## src/rtl/charge_acc.sv

```systemverilog
// charge_acc: packet-accounting receiver for the charging datapath.
//
// It takes packet descriptors over a valid/ready handshake. For each descriptor
// that is charged and in range, it adds the packet to one entry of a counter
// table. The entry holds uplink/downlink byte and packet totals plus the
// timestamp of the last charged packet. A request/acknowledge port lets the
// billing side read any entry, and can clear the entry as part of the read.
//
// Ports
//   asclk, aresetn        clock; synchronous active-low reset
//   in_vld / in_rdy       descriptor handshake
//   in_pkt_id             96-bit packet sequence id (recorded on every accept)
//   in_pkt_len            packet length in bytes
//   in_cnt_id             table index to charge
//   in_cnt_en             1 = charge, 0 = accept without counting
//   in_ul                 1 = uplink, 0 = downlink
//   timer                 free-running timestamp
//   rd_req, rd_id, rd_clr readout request (level), entry index, clear-on-read
//   rd_vld, rd_err        readout valid / index out of range
//   rd_*_bytes, rd_*_pkts, rd_last_ts   readout data
//   stat_drop_cnt         saturating count of out-of-range charged descriptors
//   stat_last_pkt_id      packet id of the most recently accepted descriptor
//   busy                  high whenever the FSM is not idle
//
// state | meaning
// INIT  | clearing the table, one entry per cycle
// IDLE  | accepting descriptors or read requests
// UPD   | adding the latched packet into its entry
// READ  | capturing the requested entry, optional clear
// RESP  | holding readout data until rd_req drops
module charge_acc #(
    parameter int CNT_DEPTH = 16,
    parameter int BYTE_W    = 48,
    parameter int PKT_W     = 32
) (
    input  logic              asclk,
    input  logic              aresetn,
    input  logic              in_vld,
    output logic              in_rdy,
    input  logic [95:0]       in_pkt_id,
    input  logic [15:0]       in_pkt_len,
    input  logic [13:0]       in_cnt_id,
    input  logic              in_cnt_en,
    input  logic              in_ul,
    input  logic [23:0]       timer,
    input  logic              rd_req,
    input  logic [13:0]       rd_id,
    input  logic              rd_clr,
    output logic              rd_vld,
    output logic              rd_err,
    output logic [BYTE_W-1:0] rd_ul_bytes,
    output logic [BYTE_W-1:0] rd_dl_bytes,
    output logic [PKT_W-1:0]  rd_ul_pkts,
    output logic [PKT_W-1:0]  rd_dl_pkts,
    output logic [23:0]       rd_last_ts,
    output logic [31:0]       stat_drop_cnt,
    output logic [95:0]       stat_last_pkt_id,
    output logic              busy
);

    localparam int IDX_W = (CNT_DEPTH > 1) ? $clog2(CNT_DEPTH) : 1;
    localparam logic [13:0]      DEPTH_ID = 14'(CNT_DEPTH);
    localparam logic [IDX_W-1:0] LAST_IDX = IDX_W'(CNT_DEPTH - 1);

    typedef enum logic [2:0] {S_INIT, S_IDLE, S_UPD, S_READ, S_RESP} state_t;

    typedef struct packed {
        logic [BYTE_W-1:0] ul_bytes;
        logic [BYTE_W-1:0] dl_bytes;
        logic [PKT_W-1:0]  ul_pkts;
        logic [PKT_W-1:0]  dl_pkts;
        logic [23:0]       last_ts;
    } entry_t;

    entry_t table_q [CNT_DEPTH];

    state_t           state_q, state_d;
    logic [IDX_W-1:0] init_idx_q, init_idx_d;
    logic [IDX_W-1:0] upd_id_q, upd_id_d;
    logic [15:0]      upd_len_q, upd_len_d;
    logic             upd_ul_q, upd_ul_d;
    logic [23:0]      upd_ts_q, upd_ts_d;
    logic [13:0]      rd_id_lat_q, rd_id_lat_d;
    logic             rd_clr_lat_q, rd_clr_lat_d;
    logic             rd_vld_q, rd_vld_d;
    logic             rd_err_q, rd_err_d;
    entry_t           rd_data_q, rd_data_d;
    logic [31:0]      drop_cnt_q, drop_cnt_d;
    logic [95:0]      last_pkt_id_q, last_pkt_id_d;

    logic             wr_en;
    logic [IDX_W-1:0] wr_idx;
    entry_t           wr_entry;
    entry_t           cur_entry;

    always_comb begin
        state_d       = state_q;
        init_idx_d    = init_idx_q;
        upd_id_d      = upd_id_q;
        upd_len_d     = upd_len_q;
        upd_ul_d      = upd_ul_q;
        upd_ts_d      = upd_ts_q;
        rd_id_lat_d   = rd_id_lat_q;
        rd_clr_lat_d  = rd_clr_lat_q;
        rd_vld_d      = rd_vld_q;
        rd_err_d      = rd_err_q;
        rd_data_d     = rd_data_q;
        drop_cnt_d    = drop_cnt_q;
        last_pkt_id_d = last_pkt_id_q;
        in_rdy        = 1'b0;
        wr_en         = 1'b0;
        wr_idx        = init_idx_q;
        wr_entry      = '0;
        cur_entry     = table_q[upd_id_q];

        case (state_q)
            S_INIT: begin
                wr_en  = 1'b1;
                wr_idx = init_idx_q;
                if (init_idx_q == LAST_IDX) begin
                    state_d = S_IDLE;
                end else begin
                    init_idx_d = init_idx_q + IDX_W'(1);
                end
            end
            S_IDLE: begin
                // A pending read blocks acceptance so the read cannot be starved.
                in_rdy = !rd_req;
                if (rd_req) begin
                    rd_id_lat_d  = rd_id;
                    rd_clr_lat_d = rd_clr;
                    state_d      = S_READ;
                end else if (in_vld) begin
                    last_pkt_id_d = in_pkt_id;
                    if (in_cnt_en) begin
                        if (in_cnt_id >= DEPTH_ID) begin
                            if (drop_cnt_q != 32'hFFFF_FFFF) begin
                                drop_cnt_d = drop_cnt_q + 32'd1;
                            end
                        end else begin
                            upd_id_d  = in_cnt_id[IDX_W-1:0];
                            upd_len_d = in_pkt_len;
                            upd_ul_d  = in_ul;
                            upd_ts_d  = timer;
                            state_d   = S_UPD;
                        end
                    end
                end
            end
            S_UPD: begin
                wr_en    = 1'b1;
                wr_idx   = upd_id_q;
                wr_entry = cur_entry;
                if (upd_ul_q) begin
                    wr_entry.ul_bytes = cur_entry.ul_bytes + BYTE_W'(upd_len_q);
                    wr_entry.ul_pkts  = cur_entry.ul_pkts + PKT_W'(1);
                end else begin
                    wr_entry.dl_bytes = cur_entry.dl_bytes + BYTE_W'(upd_len_q);
                    wr_entry.dl_pkts  = cur_entry.dl_pkts + PKT_W'(1);
                end
                wr_entry.last_ts = upd_ts_q;
                state_d = S_IDLE;
            end
            S_READ: begin
                rd_vld_d = 1'b1;
                if (rd_id_lat_q >= DEPTH_ID) begin
                    rd_data_d = '0;
                    rd_err_d  = 1'b1;
                end else begin
                    rd_data_d = table_q[rd_id_lat_q[IDX_W-1:0]];
                    rd_err_d  = 1'b0;
                    if (rd_clr_lat_q) begin
                        wr_en  = 1'b1;
                        wr_idx = rd_id_lat_q[IDX_W-1:0];
                    end
                end
                state_d = S_RESP;
            end
            S_RESP: begin
                if (!rd_req) begin
                    rd_vld_d = 1'b0;
                    rd_err_d = 1'b0;
                    state_d  = S_IDLE;
                end
            end
            default: state_d = S_INIT;
        endcase
    end

    always_ff @(posedge asclk) begin
        if (!aresetn) begin
            state_q       <= S_INIT;
            init_idx_q    <= '0;
            upd_id_q      <= '0;
            upd_len_q     <= '0;
            upd_ul_q      <= 1'b0;
            upd_ts_q      <= '0;
            rd_id_lat_q   <= '0;
            rd_clr_lat_q  <= 1'b0;
            rd_vld_q      <= 1'b0;
            rd_err_q      <= 1'b0;
            rd_data_q     <= '0;
            drop_cnt_q    <= '0;
            last_pkt_id_q <= '0;
        end else begin
            state_q       <= state_d;
            init_idx_q    <= init_idx_d;
            upd_id_q      <= upd_id_d;
            upd_len_q     <= upd_len_d;
            upd_ul_q      <= upd_ul_d;
            upd_ts_q      <= upd_ts_d;
            rd_id_lat_q   <= rd_id_lat_d;
            rd_clr_lat_q  <= rd_clr_lat_d;
            rd_vld_q      <= rd_vld_d;
            rd_err_q      <= rd_err_d;
            rd_data_q     <= rd_data_d;
            drop_cnt_q    <= drop_cnt_d;
            last_pkt_id_q <= last_pkt_id_d;
        end
    end

    // The table has no reset of its own; INIT clears it. Writes are gated
    // during reset so that an update caught by reset is discarded.
    always_ff @(posedge asclk) begin
        if (aresetn && wr_en) begin
            table_q[wr_idx] <= wr_entry;
        end
    end

    assign rd_vld           = rd_vld_q;
    assign rd_err           = rd_err_q;
    assign rd_ul_bytes      = rd_data_q.ul_bytes;
    assign rd_dl_bytes      = rd_data_q.dl_bytes;
    assign rd_ul_pkts       = rd_data_q.ul_pkts;
    assign rd_dl_pkts       = rd_data_q.dl_pkts;
    assign rd_last_ts       = rd_data_q.last_ts;
    assign stat_drop_cnt    = drop_cnt_q;
    assign stat_last_pkt_id = last_pkt_id_q;
    assign busy             = (state_q != S_IDLE);

endmodule
```

## config.mk

```make
export PLATFORM = sky130hd
export DESIGN_NAME = charge_acc
export DESIGN_NICKNAME = d
export VERILOG_FILES = /design/src/rtl/charge_acc.sv
export SDC_FILE = /design/constraint.sdc
export NUM_CORES = 2
export LEC_CHECK = 0
export CAP_MARGIN = 20
export CORE_ASPECT_RATIO = 1.2
export CORE_UTILIZATION = 55
export DETAILED_ROUTE_END_ITERATION = 10
export PLACE_DENSITY = 0.82
export SYNTH_ARGS = -nofsm -noshare
export SYNTH_HDL_FRONTEND = slang
export SYNTH_SLANG_ARGS = --single-unit
```

## constraint.sdc

```tcl
create_clock -name asclk -period 31.6 [get_ports asclk]
set_input_delay 4.74 -clock asclk [delete_from_list [all_inputs] [get_ports asclk]]
set_output_delay 4.74 -clock asclk [all_outputs]
set_load 0.005 [all_outputs]
```

Word level (Yosys, flattened, before mapping)

Memories as Yosys holds them, arrays and structs flattened. A register that Yosys moved wholly into a read port is not among the register bits.
Cells that the tools add are included.

Memories kept: 1
Bits in registers: 381
Logic and storage cells: 83
Bits of input ports: 171
Bits in writable memories: 2,944
Output and inout bits: 316

Memories:

| memory  | words | width | rd ports | clocked after memory_dff | wr ports | line | text |
|---|---|---|---|---|---|---|---|
| table_q | 16    | 184   | 2        | 2                        | 1        | 75   | `entry_t table_q [CNT_DEPTH];` |

Add/sub/neg operators: 6
Reduce and logical (&&, ||, !) cells: 12
Multiplexer cells: 30
Magnitude comparators: 2
Equality and inequality tests: 12
Bitwise operators: 3

Operators with widths:

| operator                                             | number |
|---|---|
| two-way mux 184 bit                                  | 2 |
| adder 32 x 1 -> 32 bit, second input constant        | 3 |
| adder 48 x 16 -> 48 bit                              | 2 |
| two-way mux 48 bit                                   | 2 |
| two-way mux 32 bit                                   | 2 |
| inequality test 32 bit, second input constant        | 1 |
| >= comparator 14 x 5 -> 1 bit, second input constant | 2 |
| two-way mux 4 bit                                    | 6 |
| two-way mux 3 bit                                    | 6 |
| case mux 3 bit (5 select lines)                      | 1 |
| AND reduction 5 bit                                  | 2 |
| inequality test 3 bit, second input constant         | 3 |
| case mux 4 bit (2 select lines)                      | 1 |
| two-way mux 1 bit                                    | 7 |
| equality test 3 x 2 -> 1 bit, second input constant  | 2 |
| case mux 1 bit (2 select lines)                      | 3 |
| AND reduction 2 bit                                  | 3 |
| AND reduction 6 bit                                  | 1 |
| adder 4 x 1 -> 4 bit, second input constant          | 1 |
| equality test 4 bit, second input constant           | 1 |
| inequality test 2 bit, second input constant         | 2 |
| equality test 3 x 1 -> 1 bit, second input constant  | 1 |
| equality test 3 bit, second input constant           | 1 |
| zero test 3 bit                                      | 1 |
| 7 further kinds                                      | 9 |

Longest topological paths before layout

Word-level depth: 6
Gate-level depth with buffers: 24
Depth with buffers taken out: 14

Worst setup path after synthesis

No wires, ideal clock.

Path kind: input port to flip-flop
From: input aresetn
To: memory table_q[13][0] in the netlist's numbering, enable pin
Arrival time: 13.128 ns
Path buffers: 1
Data required time: 30.868 ns
Cell stages on the path: 5
Setup time: 0.732 ns
Setup slack: 17.740 ns
Cell sequence: clkbuf_1 nand3b_1 a211oi_1 nand2_1 nor2_1

Longest elaborated chain between the ends: 3

Ends and longest elaborated chain:

| what                                    | line | text |
|---|---|---|
| start, declared                         | 37   | `input logic aresetn,` |
| logical AND 1 bit                       | 225  | `if (aresetn && wr_en) begin` |
| two-way mux 1 bit                       | 225  |  |
| two-way mux 1 bit (implied by the code) | 226  | `table_q[wr_idx] <= wr_entry;` |
| end, declared                           | 75   |  |

No other way between the ends.

Final worst setup path

From: input rd_req
To: output in_rdy

Longest elaborated chain between the ends: 2

Ends and longest elaborated chain:

| what              | line | text |
|---|---|---|
| start, declared   | 46   | `input logic rd_req,` |
| zero test 1 bit   | -    |  |
| two-way mux 1 bit | 116  | `case (state_q)` |
| end, declared     | 39   | `output logic in_rdy,` |

No other way between the ends.

==> flow_metrics.py <==
metrics = {
    "pwr": {
        "combPwrFrac_pct": 2.8,
        "power_mw": 8.999,
        "swShare_pct": 21.04,
        "power.density_nw_per_um2": 52.94,
        "switchingPower_mw": 1.893,
        "p_leak_nw": 46.31,
        "seq_power_share_pct": 53.4,
        "clkPwrFrac_pct": 43.8,
        "irDropWorstVdd_v": 0.00004736,
        "p_int_mw": 7.106,
    },
    "global_route": {
        "overflow": 0,
        "grtUsageTotal_pct": 31.40,
        "grt_pass1_vias": 91900,
        "globalRouteMet2Util_pct": 50.50,
        "use_met3_pct": 6.814,
        "top_usage_layer": "met2",
        "grt_max_degree": 152,
        "antenna_found_initial": 20,
        "globalRouteMet1Util_pct": 39.92,
        "grt_pass1_wl_microns": 633000,
    },
    "place": {
        "dpl.cell_count": 11680,
        "place_hpwl_microns": 238300,
        "place.gp.congestion": 0.9164,
        "port_buffers": 486,
    },
    "sta": {
        "worst_hold_slack_ns": 0.4621,
        "setup_viol": 0,
        "finalHoldViolCount": 0,
        "slew_viol_final": 0,
        "rsz0062_at_grt": "false",
        "fmax_ghz": 0.09023,
        "tightest_slew_ns": 1.261,
        "timing.setup.tns_ns": 0,
        "finalCriticalPeriod_ns": 11.08,
        "relSlewSlack_pct": 15.92,
        "skew_ns": 0.06666,
        "fin_crit_sh_pct": 35.07,
    },
    "floorplan": {
        "std_cell_rows": 210,
        "dieArea_sq_um": 277700,
        "die_width_microns": 481.2,
        "initial_core_util_pct": 55.47,
        "coreArea_sq_um": 273300,
        "dieHeight_microns": 577.1,
        "ios": 487,
    },
    "hold_path": {
        "hold_end": "stat_last_pkt_id[51]",
        "min_path_cells": 2,
        "holdCritPathClass": "flip-flop to flip-flop",
        "hp-start": "stat_last_pkt_id[51]",
    },
    "setup_path": {
        "worstPathMaxFanout": 10,
        "r2r_slack_ns": 23.00,
        "crit_arrival_ns": 6.34,
        "criticalPathCategory": "input pin to output port",
        "r2r_cells": 13,
        "cp-end-kind": "output port",
        "start_kind": "input pin",
        "required_ns": 26.86,
        "r2r_end": "table_q[8][169]",
    },
    "clock_network": {
        "cts_inserted_buffers": 328,
        "clockBufferDepth": 4,
        "post_cts_buffers": 0,
        "cts_tree": "done",
        "clock_sinks": 3333,
        "cts_max_level": 5,
        "cts-root-buf": "clkbuf_16",
        "cts-resized-gates": 0,
        "clock_latency_ns": 0.93,
        "cts_hold_buf": 0,
        "clk_pin_slew_worst_paths_ns": 0.06,
    },
    "synth": {
        "ys.flop_type": "edfxtp_1",
        "ys_seq_elements": 3333,
        "synth-edff-count": 2944,
        "synth_nets": 8200,
        "yosys.area.top_type": "edfxtp_1",
        "synth_most_common_cell": "edfxtp_1",
        "syn_area_per_cell_sq_um": 18.97,
        "ys_types": 119,
        "syn_area_sq_um": 151600,
        "yosys-top-cells-area": "edfxtp_1 58%, mux4_2 21%, dfxtp_1 5.1%, mux4_1 2.7%, nand2_1 1.3%",
        "yosys_warnings": 0,
        "ys_top_cells_by_count": "2944 x edfxtp_1, 1411 x mux4_2, 524 x nand2_1",
        "yosysSeqAreaShare_pct": 63.46,
        "async_reset_ff_share_pct": 0,
        "postSynthCellCount": 7991,
        "synth_top_area_share_pct": 58.32,
    },
    "layout": {
        "drive_above_1_share_pct": 25.32,
        "areaGrowthSynthToFinish_pct": 12.14,
        "final_nets": 8623,
        "final_util_pct": 62.21,
        "fin_cells": 12290,
    },
    "routing": {
        "drt-initial-drc-count": 14590,
        "drc": 0,
        "routedWlPerCell_microns": 35.64,
        "vias_per_cell": 7.312,
        "dr.pass1.iters": 6,
        "totalWireLength_microns": 438000,
        "ant_nets": 0,
        "vias": 89860,
    },
    "outcome": {
        "status": "finished clean",
    },
    "job": {
        "cap_violations": 0,
    },
}
## cell usage in the layout, fill, tap and decap left out, types with 20 or more instances in the layout
cell	netlist	final
o21ai_0	53	53
ha_1	36	36
clkbuf_1	274	67
a211oi_1	24	24
nand4_1	31	31
xnor2_1	85	85
nand2_1	524	521
and2_1	63	61
xor2_1	53	53
and3_1	31	31
nor2_1	223	204
clkinv_1	2	67
a221oi_1	37	37
buf_12	37	20
clkinv_2	0	42
o22ai_1	38	38
mux4_1	156	156
a22oi_1	231	231
nand3_1	60	60
inv_1	33	33
edfxtp_1	2944	2944
mux2i_1	131	131
a21boi_0	170	170
buf_4	22	160
a21oi_1	101	101
nor3_1	47	46
nor2b_1	209	206
dfxtp_1	389	380
a22o_1	21	21
or3_1	26	26
clkbuf_16	0	333
mux4_2	1411	1411
clkdlybuf4s50_1	0	485
bufinv_16	0	29
## worst max path at each step
stage / slack (ns) / from / end / depth (start not counted)
after global placement: 20.49 / rd_req / in_rdy / 3
final: 20.52 / rd_req / in_rdy / 3
after CTS: 20.53 / rd_req / in_rdy / 3
after global routing: 20.42 / rd_req / in_rdy / 3
after floorplan: 17.74 / aresetn / table_q[13][0] / 5
after detailed placement: 20.54 / rd_req / in_rdy / 3
## power by group through the flow
stage                     clock network, mW  registers, mW  logic, mW
after global routing                   4.11           4.81      0.261
after global placement                    0           4.89      0.241
after floorplan                           0           4.91      0.140
after detailed placement                  0           4.90      0.244
final                                  3.94           4.81      0.253
after CTS                              3.96           4.81      0.250
## critical path, cell delays in order
cell and delay [ns]:
clkdlybuf4s50_1 0.58, nor2_1 0.42, clkdlybuf4s50_1 0.60
## metrics by stage
stage	area [sq um]	setup WS, ns
final	170000	20.52
after global routing	170000	20.42
after detailed placement	159200	20.54
after CTS	169900	20.53
after floorplan	151600	17.74
after global placement	159200	20.49
## flip-flops by register name (all words and copies together) (netlist names), 3 cells and up, named ones only
name and cells:
stat_last_pkt_id 96, rd_dl_pkts 32, init_idx_q 4, upd_ts_q 24, rd_ul_bytes 48, table_q 2944
rd_dl_bytes 48, upd_len_q 16, state_q 3, rd_last_ts 24, stat_drop_cnt 32, rd_id_lat_q 14
upd_id_q 4, rd_ul_pkts 32
## per-layer routing
layer	up-vias	wire [microns]
li1	34430	-
met1	46230	145600
met2	7646	213100
met3	1538	51820
met4	16	27340
met5	-	110
## cell families after synthesis
| family | after synthesis | synth area share, % |
|---|---|---|
| compound gates | 815 | 3.931 |
| xor+xnor | 138 | 0.7974 |
| buf+inv | 614 | 2.400 |
| fa+ha+maj | 38 | 0.3236 |
| simple gates | 1342 | 4.438 |
| mux | 1711 | 24.65 |
| flops | 3333 | 63.46 |
## cell type report
class | instances | area (sq um)
Clock buffer | 412 | 8750
Tap cell | 3604 | 4509
Fill cell | 17730 | 103300
Timing Repair Buffer | 669 | 6511
Inverter | 38 | 150.1
Sequential cell | 3333 | 96220
Antenna cell | 7 | 17.52
Multi-Input combinational cell | 4044 | 51960
Clock inverter | 182 | 1867
No activity file was read; power rests on OpenSTA's default activity.
